## config.mk

```make
export PLATFORM = sky130hd
export DESIGN_NAME = npc_seq
export DESIGN_NICKNAME = d
export VERILOG_FILES = /design/src/rtl/npc_seq.sv
export SDC_FILE = /design/constraint.sdc
export NUM_CORES = 1
export LEC_CHECK = 0
export BUFFER_PORTS_ARGS = -buffer_cell sky130_fd_sc_hd__buf_2
export CORE_MARGIN = 4
export CORE_UTILIZATION = 57
export DETAILED_ROUTE_END_ITERATION = 12
export PLACE_DENSITY = 0.83
export SETUP_SLACK_MARGIN = 0.05
export SLEW_MARGIN = 0
export SYNTH_ARGS = -nofsm -noshare
export SYNTH_HDL_FRONTEND = slang
export SYNTH_SLANG_ARGS = --single-unit
```

## constraint.sdc

```tcl
create_clock -name clk -period 6.6 [get_ports clk]
set_clock_uncertainty 0.05 [all_clocks]
set_input_delay 0.33 -clock clk [delete_from_list [all_inputs] [get_ports clk]]
set_output_delay 0.33 -clock clk [all_outputs]
set_load 0.03 [all_outputs]
```

## src/rtl/npc_seq.sv

```systemverilog
// npc_seq: architectural PC register with next-PC select, return-address stack and misaligned-target trap redirect
module npc_seq #(
  parameter int XLEN = 32,
  parameter logic [XLEN-1:0] RESET_PC = '0,
  parameter int RAS_DEPTH = 4
) (
  input  logic            clk,
  input  logic            rst,
  input  logic            NPC_Write,
  input  logic [4:0]      NPCOp,
  input  logic [XLEN-1:0] Target,
  input  logic            is_call,
  input  logic            is_ret,
  input  logic            trap,
  input  logic [XLEN-1:0] trap_vec,
  output logic [XLEN-1:0] PC,
  output logic [XLEN-1:0] NPC,
  output logic [XLEN-1:0] ras_top,
  output logic            ras_empty,
  output logic            ret_mismatch,
  output logic            misalign
);
  localparam int AW = $clog2(RAS_DEPTH);
  localparam logic [AW:0] FULL = (AW+1)'(RAS_DEPTH);
  localparam logic [4:0] OP_BR = 5'b00001, OP_JAL = 5'b00010, OP_JALR = 5'b00100;
  logic [XLEN-1:0] pc_q, pc_d, pc4;
  logic [XLEN-1:0] ras_q [RAS_DEPTH];
  logic [XLEN-1:0] ras_d [RAS_DEPTH];
  logic [AW-1:0]   tp_q, tp_d;
  logic [AW:0]     cnt_q, cnt_d;
  logic            ret_mismatch_q, ret_mismatch_d, misalign_q, misalign_d;
  logic            redirect, bad, upd, ras_en, push, pop;
  always_comb begin
    pc4 = pc_q + XLEN'(4);
    redirect = NPCOp == OP_BR || NPCOp == OP_JAL || NPCOp == OP_JALR;
    bad = redirect && Target[1:0] != 2'b00;
    NPC = (trap || bad) ? trap_vec : redirect ? Target : pc4;
    upd = NPC_Write || trap;
    ras_en = upd && !trap && !bad;
    push = ras_en && is_call && (NPCOp == OP_JAL || NPCOp == OP_JALR);
    pop = ras_en && is_ret && NPCOp == OP_JALR;
    ras_empty = cnt_q == '0;
    ras_top = ras_empty ? '0 : ras_q[tp_q];
    pc_d = upd ? NPC : pc_q;
    ras_d = ras_q;
    tp_d = tp_q;
    cnt_d = cnt_q;
    if (push && pop) begin
      ras_d[tp_q] = pc4;
      cnt_d = ras_empty ? (AW+1)'(1) : cnt_q;
    end else if (push) begin
      tp_d = tp_q + AW'(1);
      ras_d[tp_q + AW'(1)] = pc4;
      cnt_d = cnt_q == FULL ? FULL : cnt_q + (AW+1)'(1);
    end else if (pop && !ras_empty) begin
      tp_d = tp_q - AW'(1);
      cnt_d = cnt_q - (AW+1)'(1);
    end
    ret_mismatch_d = pop && (ras_empty || Target != ras_top);
    misalign_d = bad && upd && !trap;
  end
  always_ff @(posedge clk or posedge rst) begin
    if (rst) begin
      pc_q <= RESET_PC;
      tp_q <= '0;
      cnt_q <= '0;
      ras_q <= '{default: '0};
      ret_mismatch_q <= 1'b0;
      misalign_q <= 1'b0;
    end else begin
      pc_q <= pc_d;
      tp_q <= tp_d;
      cnt_q <= cnt_d;
      ras_q <= ras_d;
      ret_mismatch_q <= ret_mismatch_d;
      misalign_q <= misalign_d;
    end
  end
  assign PC = pc_q;
  assign ret_mismatch = ret_mismatch_q;
  assign misalign = misalign_q;
endmodule
```

=== Word level (Yosys, flattened, before mapping) ===
Index checks and enable logic that the tools add are counted.

* Input port bits: 75
* Memories: 0
* RAM bits: 0
* Bits in latches: 0
* Bits in read-only memories: 0
* Flip-flop bits (word level): 167

* Multipliers: 0
* Divide/modulo/power cells: 0
* Reductions and logical operators: 30
* Mux-type cells: 21
* $lt $le $gt $ge: 4
* Add/sub/neg operators: 5
* Bitwise logic cells: 3
* Equal/unequal tests: 6
* Shift operators: 0

{| class="wikitable"
|+ Operator list
! cell !! count
|-
| 128-bit bitwise mux || 2
|-
| 128-bit 2-to-1 mux || 2
|-
| 32-bit 2-to-1 mux || 7
|-
| 32-bit demux with 2-bit select || 2
|-
| 32-bit binary-select mux with 2-bit select || 1
|-
| 32-bit by 3-bit adder with 32-bit output, second input constant || 1
|-
| 32-bit inequality test || 1
|-
| 3-bit 2-to-1 mux || 5
|-
| 1-bit logical AND || 14
|-
| 3-bit greater-or-equal comparator, second input constant || 2
|-
| 1-bit logical OR || 6
|-
| 3-bit by 1-bit less-than comparator with 1-bit output, second input constant || 2
|-
| 2-bit NOT with 3-bit output || 2
|-
| 2-bit nonzero test || 3
|-
| 5-bit by 1-bit equality test with 1-bit output, second input constant || 1
|-
| 5-bit by 2-bit equality test with 1-bit output, second input constant || 1
|-
| 5-bit by 3-bit equality test with 1-bit output, second input constant || 1
|-
| 2-bit 2-to-1 mux || 2
|-
| 2-bit AND reduction || 2
|-
| 3-bit by 1-bit adder with 3-bit output, second input constant || 1
|-
| 3-bit equality test, second input constant || 1
|-
| 1-bit zero test || 3
|-
| 3-bit zero test || 1
|-
| 3-bit nonzero test || 1
|-
| 5 further kinds || 5
|}

=== Depth between registers and ports, before layout ===
Gate-level depths: netlist (run 1).

* Depth in word-level cells: 12
* Gate-level depth with buffers: 10
* Depth with buffers taken out: 9

=== Least setup slack after synthesis (run 1) ===
Ideal clock, no wire load.

* Path type: reg2out
* From: register pc_q[16], in the netlist PC[16]
* To: output NPC[25]
* Arrival time: 2.461 ns
* Stages on the path, launching flop included: 7
* Slack: 3.759 ns
* Cell sequence: dfrtp_1 -> and4_4 -> nand4_4 -> nor4_1 -> xnor2_1 -> and2_1 -> o21ai_0

* Cells in the longest elaborated chain, start to end: 3

{| class="wikitable"
|+ RTL lines
! what !! line !! RTL
|-
| start: declaration || 26 || <nowiki>logic [XLEN-1:0] pc_q, pc_d, pc4;</nowiki>
|-
| start signal: assignment || 71 || <nowiki>pc_q <= pc_d;</nowiki>
|-
| 32-bit by 3-bit adder with 32-bit output || 34 || <nowiki>pc4 = pc_q + XLEN'(4);</nowiki>
|-
| 32-bit 2-to-1 mux (2 in a row) || 37 || <nowiki>NPC = (trap || bad) ? trap_vec : redirect ? Target : pc4;</nowiki>
|-
| end: declaration || 17 || <nowiki>output logic [XLEN-1:0] NPC,</nowiki>
|}

Every way passes these cells.

=== Worst setup path in the final report (run 1) ===
* From: register pc_q[4], in the netlist PC[4]
* To: output NPC[30]

The elaborated chain is that of the path after synthesis.

==> out/metrics.yaml, run 1 <==
clock_network:
  postCtsSetupRepairBufs: 0
  clockBufferDepth: 2
  htreeDepth: 4
  post_cts_resized: 0
  cts_buffers: 17
  clk_latency_ns: 0.44
  hold_buffers: 0
  clk_pin_slew_ns: 0.06
  cts_tree: "done"
  root_buffer: "clkbuf_16"
  cts_sinks: 167
global_route:
  overflow: 0
  grt_max_degree: 109
  antenna_found_initial: 0
  grtUsageTotal_pct: 31.0
  grt_pass1_vias: 8293
  grt_pass1_wl_um: 44700
critical_path:
  cp-end-kind: "output pin"
  worst_path_largest_cell_delay_ns: 0.51
  critical_path_class: "reg -> out"
  start_kind: "register"
  crit_required_ns: 6.22
  r2r-end: "ret_mismatch"
  arrival_ns: 2.92
  rr_startpoint: "tp_q[0]"
  critPathMaxFanout: 10
  rr_worst_depth: 7
  crit_start: "PC[4]"
  rrSetupSlack_ns: 3.72
  crit_slowest_cell: "dfrtp_1"
  cp_cell_sequence: "and3_1 > nand3_4 > nor4_1 > xnor2_1 > a21oi_1 > o22a_1 > buf_2"
  cp-endpoint: "NPC[30]"
yosys:
  synth_compound_area_share_pct: 16.7
  avgSynthCellArea_um2: 9.73
  synth_xor_area_share_pct: 4.51
  synth_top_cell_area_share_pct: 44.0
  post_synth_num_cell_types: 69
  synth_top_family_by_area: "simple AND/OR/NAND/NOR gates"
  yosys-top-cells-area: "dfrtp_1, a21oi_1, nor2_1, mux4_2, mux2_2"
  synth_simple_gate_area_share_pct: 18.2
  synth_fa_ha_area_share_pct: 1.32
  syn-instance-count: 977
  yosys_warnings: 0
  synth_seq_cells: 167
  async_flop_share_pct: 100
  seq_area_frac_synth_pct: 44.0
  synth_area_um2: 9510
  syn-num-nets: 1062
  synth.area.mux_share_pct: 11.4
  synth_top_flop_cell: "dfrtp_1"
  synth-edff-count: 0
  synth_area_leader_cell: "dfrtp_1"
route:
  dr.pass1.iters: 8
  first_iter_violations: 1042
  drt_drc_violations_left: 0
  drtAntennaViolNets: 0
  via_per_inst: 6.29
  wire_per_inst_um: 21.0
  vias: 8483
  wirelength_um: 28300
die:
  fp-row-count: 46
  io_pins: 174
  dieArea_um2: 18800
  die_h_um: 137
  core_area_um2: 16100
  start_util_pct: 59.0
  die_x_um: 137
sta:
  setup_violations: 0
  finalSetupTns_ns: 0
  fin_crit_sh_pct: 49.9
  hold_violations: 0
  fin_crit_ns: 3.30
  slew_headroom_pct: 21.9
  tightestPinTransition_ns: 1.17
  fmax_mhz: 303
  finalMaxSlewViolations: 0
  rsz0062_at_grt: "no"
cells_and_area:
  finalInstanceArea_um2: 11000
  n_antenna_cell: 0
  final_util_pct: 68.4
  num-nets-final: 1205
  drive_above_1_share_pct: 25.6
  area_growth_pct: 15.9
placement:
  hpwl_um: 19300
  place.port_buffers: 173
  placed_area_um2: 10400
  gp_congestion: 0.899
power:
  power_density_nw_per_um2: 308
  ir_drop_v: 0.000188
  leakage_uw: 0.00511
  p_total_uw: 3400
run:
  drv_cap: 0
run_status:
  status: "complete, no violations"
hold_path:
  hold_path.class: "in -> async"
[worst min path at each step]
stage                end  slack [ns]  depth (start not counted)
3_3_place_gp   ras_q[67]        0.43                          1
5_1_grt           PC[30]        0.12                          2
4_1_cts           PC[26]        0.11                          2
3_5_place_dp   ras_q[32]        0.44                          1
6_report          PC[15]        0.07                          2
2_1_floorplan  ras_q[32]        0.43                          1
[synthesized netlist by cell type, types with 3 or more instances]
| cell | number |
|---|---|
| o21ai_0 | 39 |
| mux2_2 | 28 |
| buf_6 | 4 |
| a31oi_1 | 10 |
| nor2_1 | 159 |
| nand4b_1 | 5 |
| nand3_1 | 22 |
| mux4_2 | 25 |
| buf_4 | 5 |
| xnor2_1 | 34 |
| inv_1 | 15 |
| nor4b_1 | 5 |
| a2bb2oi_1 | 3 |
| nor3b_1 | 3 |
| o211ai_1 | 8 |
| mux4_1 | 7 |
| a221o_1 | 8 |
| a22oi_1 | 7 |
| a21oi_1 | 132 |
| ha_1 | 10 |
| and3_1 | 7 |
| o21ai_1 | 3 |
| a21o_1 | 11 |
| and2_1 | 38 |
| o21a_1 | 6 |
| nand2b_1 | 5 |
| nand4_1 | 7 |
| a211oi_1 | 10 |
| nor3_1 | 12 |
| dfrtp_1 | 167 |
| nand2_1 | 61 |
| clkbuf_1 | 22 |
| xor2_1 | 15 |
| buf_2 | 28 |
| nor4_1 | 5 |
| o22a_1 | 3 |
[metal layers]
| metal | global-route usage (%) | routed length, um | vias to the layer above |
|---|---|---|---|
| met2 | 47.7 | 13000 | 518 |
| met1 | 42.6 | 11400 | 4116 |
| met3 | 7.54 | 2960 | 67 |
| met4 | 12.0 | 864 | 0 |
| li1 | - | - | 3782 |
| met5 | 0 | 0 | - |
[area by class of cell]
class                           count  area, um^2
Fill cell                        1239        5100
Multi-Input combinational cell    734        4980
Sequential cell                   167        4180
Timing Repair Buffer              184         948
Clock buffer                       22         474
Tap cell                          216         270
Clock inverter                      9         100
Inverter                           16        65.1
[placed cells by master (no fill, tap or decap), types with 12 or more instances in the layout]
cell / n
xor2_1: 15
dfrtp_1: 165
nor2_1: 159
o21ai_0: 39
clkbuf_16: 17
a21oi_1: 132
and2_1: 38
inv_1: 14
nand3_1: 22
nor3_1: 12
buf_2: 173
mux2_2: 28
mux4_2: 25
xnor2_1: 34
nand2_1: 60
[critical path, delay by kind of cell (launching register included)]
kind | cells | cell delay [ns]
AND/OR/NAND/NOR | 3 | 1.07
XOR/XNOR | 1 | 0.37
buffers and inverters | 1 | 0.17
AO/OA/AOI/OAI | 2 | 0.36
flip-flops | 1 | 0.51
[per-stage QoR]
step / hold slack [ns] / cells / setup WS (ns)
after detailed placement: 0.443 / 1317 / 3.41
after global routing: 0.120 / 1348 / 3.16
final: 0.0681 / 1348 / 3.30
after floorplan: 0.425 / 977 / 1.70
after CTS: 0.108 / 1348 / 3.35
after global placement: 0.435 / 1317 / 3.48
[registers in the layout (all words and copies together), names as in the netlist]
register / flops
ras_q: 128
PC: 32
cnt_q: 3
tp_q: 2
misalign: 1
ret_mismatch: 1
[kinds of logic after synthesis]
| family | Yosys count |
|---|---|
| flops | 167 |
| compound gates | 262 |
| simple gates | 351 |
| mux | 62 |
| fa+ha+maj | 10 |
| xor+xnor | 49 |
| buf+inv | 76 |
[power by group]
part / internal (uW) / switching (uW) / total, uW / leakage, uW
clock: 581 / 407 / 989 / 0.000282
combinational: 414 / 691 / 1110 / 0.00262
sequential: 1160 / 143 / 1300 / 0.00222
total: 2160 / 1240 / 3400 / 0.00511
Power figures use the tool's default switching activity.
==> run 2, diff against run 1 <==
clock period = 3.3 ns   (was 6.6 ns; I/O delays follow)
==> out/metrics.yaml, run 2 (same netlist as run 1, synthesis figures left out) <==
run_status:
  status: "finished with violations"
  violations: "negative hold slack"
clock_network:
  clockBufferDepth: 2  # unchanged
  cts_sinks: 167  # unchanged
  cts_tree: "done"
  htreeDepth: 4  # unchanged
  root_buffer: "clkbuf_16"
  postCtsSetupRepairBufs: 0  # unchanged
  cts_buffers: 17  # unchanged
  clk_latency_ns: 0.44  # about the same
  clk_pin_slew_ns: 0.06  # about the same
cells_and_area:
  nFillCells: 1161  # -6.3%
  drive_above_1_share_pct: 26.3  # +0.66 points
  n_antenna_cell: 0  # unchanged
  largest_reg_flops: 128  # unchanged
  final_common_cell: "buf_2"
  multi_input_area_um2: 4990  # +0.35%
  seq_area_um2: 4180  # about the same
  mostFrequentLayoutCells: "buf_2, dfrtp_1, nor2_1"
  area_growth_pct: 18.5
  largest-register: "ras_q"
  num-nets-final: 1229  # +2.0%
route:
  dr.pass1.iters: 5  # -3
  vias: 8607  # +1.5%
  wire_per_inst_um: 20.9  # -0.49%
  drtAntennaViolNets: 0  # unchanged
  first_iter_violations: 983  # -5.7%
  via_per_inst: 6.27  # -0.39%
  drt_drc_violations_left: 0  # unchanged
  wirelength_um: 28600  # +1.4%
critical_path:
  critical_path_class: "reg -> out"
  rr_startpoint: "tp_q[1]"
  crit_start: "PC[2]"
  critPathMaxFanout: 10  # unchanged
  start_kind: "register"
  arrival_ns: 2.86  # -0.06 ns
  cp-end-kind: "output pin"
  crit_required_ns: 3.08  # -3.14 ns
global_route:
  antenna_found_initial: 0  # unchanged
  grtUsageMet2_pct: 48.7  # +1.0 points
  gr-usage-met3_pct: 7.21  # -0.33 points
  gr-max-usage-layer: "met2"
  overflow: 0  # unchanged
  grtUsageTotal_pct: 31.5  # +0.58 points
  grt_pass1_vias: 8429  # +1.6%
  grt_pass1_wl_um: 45500  # +1.6%
  grt.met1_usage_pct: 43.6  # +1.0 points
  grt_max_degree: 168  # +54%
die:
  dieArea_um2: 18800  # unchanged
  die_h_um: 137  # unchanged
  core_area_um2: 16100  # unchanged
  start_util_pct: 59.0  # unchanged
  fp-row-count: 46  # unchanged
  io_pins: 174  # unchanged
  die_x_um: 137  # unchanged
power:
  power_density_nw_per_um2: 596  # +93%
  leakage_uw: 0.00521  # +1.9%
  ir_drop_v: 0.000461  # +150%
placement:
  gp_congestion: 0.880  # -2.1%
  place.port_buffers: 173  # unchanged
  hpwl_um: 20100  # +3.8%
  dp_slack_ns: 0.517  # -2.89 ns
sta:
  slew_headroom_pct: 31.2  # +9.3 points
  layout_setup_ws_ns: 0.223  # -3.08 ns
  hold_violations: 52  # +52
  finalMaxSlewViolations: 0  # unchanged
  finalSetupTns_ns: 0  # unchanged
  rsz0062_at_grt: "no"
  hold_slack_ns: -0.181  # -0.249 ns
  fmax_mhz: 325
  setup_violations: 0  # unchanged
  fin_crit_sh_pct: 93.2
  tightestPinTransition_ns: 1.03  # -0.135 ns
  fin_crit_ns: 3.08
run:
  drv_cap: 0  # unchanged
hold_path:
  hold_path.class: "in -> async"
run 2: cell count changes in the layout (fill, tap and decap cells not counted), sizes merged:
cell,before,now
buf,184,195
bufinv,2,0
clkbuf,22,21
clkinv,6,5
clkinvlp,2,6
dlygate4sd3,0,13
inv,15,16
run 2: report_power, final:
part / total (uW) / switching (uW) / internal, uW
registers: 2590 / 268 / 2320
clock network: 1840 / 841 / 1000
logic: 2290 / 1420 / 874
total: 6720 / 2520 / 4190
run 2: per-layer routing:
layer,vias to the layer above,wire length (um)
met3,69,3110
met1,4165,11500
met5,-,0
met4,0,900
li1,3837,-
met2,536,13200
run 2: area by class of cell:
| type | instances | share of cell area (%) |
|---|---|---|
| multi-input combinational | 734 | 44.3 |
| sequential | 167 | 37.1 |
| timing repair buffer | 208 | 10.9 |
| clock buffer | 21 | 4.09 |
| tap | 216 | 2.40 |
| clock inverter | 11 | 0.666 |
| inverter | 16 | 0.566 |
run 2: per-stage QoR:
stage	util [%]	instances	total power, uW	instance area, um^2
4_1_cts	69.8	1373	6700	11200
5_1_grt	69.9	1373	7030	11300
3_5_place_dp	65.7	1328	4860	10600
2_1_floorplan	-	977	4200	9510
6_report	69.9	1373	6720	11300
3_3_place_gp	65.7	1328	4790	10600
run 2: final timing paths:
check,to,slack (ns),cells after the start
setup / recovery,NPC[26],0.22,7
hold / removal,PC[20],-0.18,3
hold reg to reg,ras_q[33],0.46,1
max in group asynchronous,tp_q[0],2.51,3
setup reg to reg,ret_mismatch,0.56,6
min in group clk,PC[20],0.03,3
run 2: critical path, cell delays in order (launching register included):
cell and delay, ns:
dfrtp_1 0.51, ha_1 0.35, nand3_4 0.25, nor4_2 0.46, xnor2_1 0.32, a21oi_1 0.15
o22a_1 0.20, buf_2 0.17
run 2: timing repair:
action,4_1_cts,5_1_grt
setup endpoints to repair,0,3
resized for setup,0,3
hold buffers,13,0
hold endpoints to repair,13,0
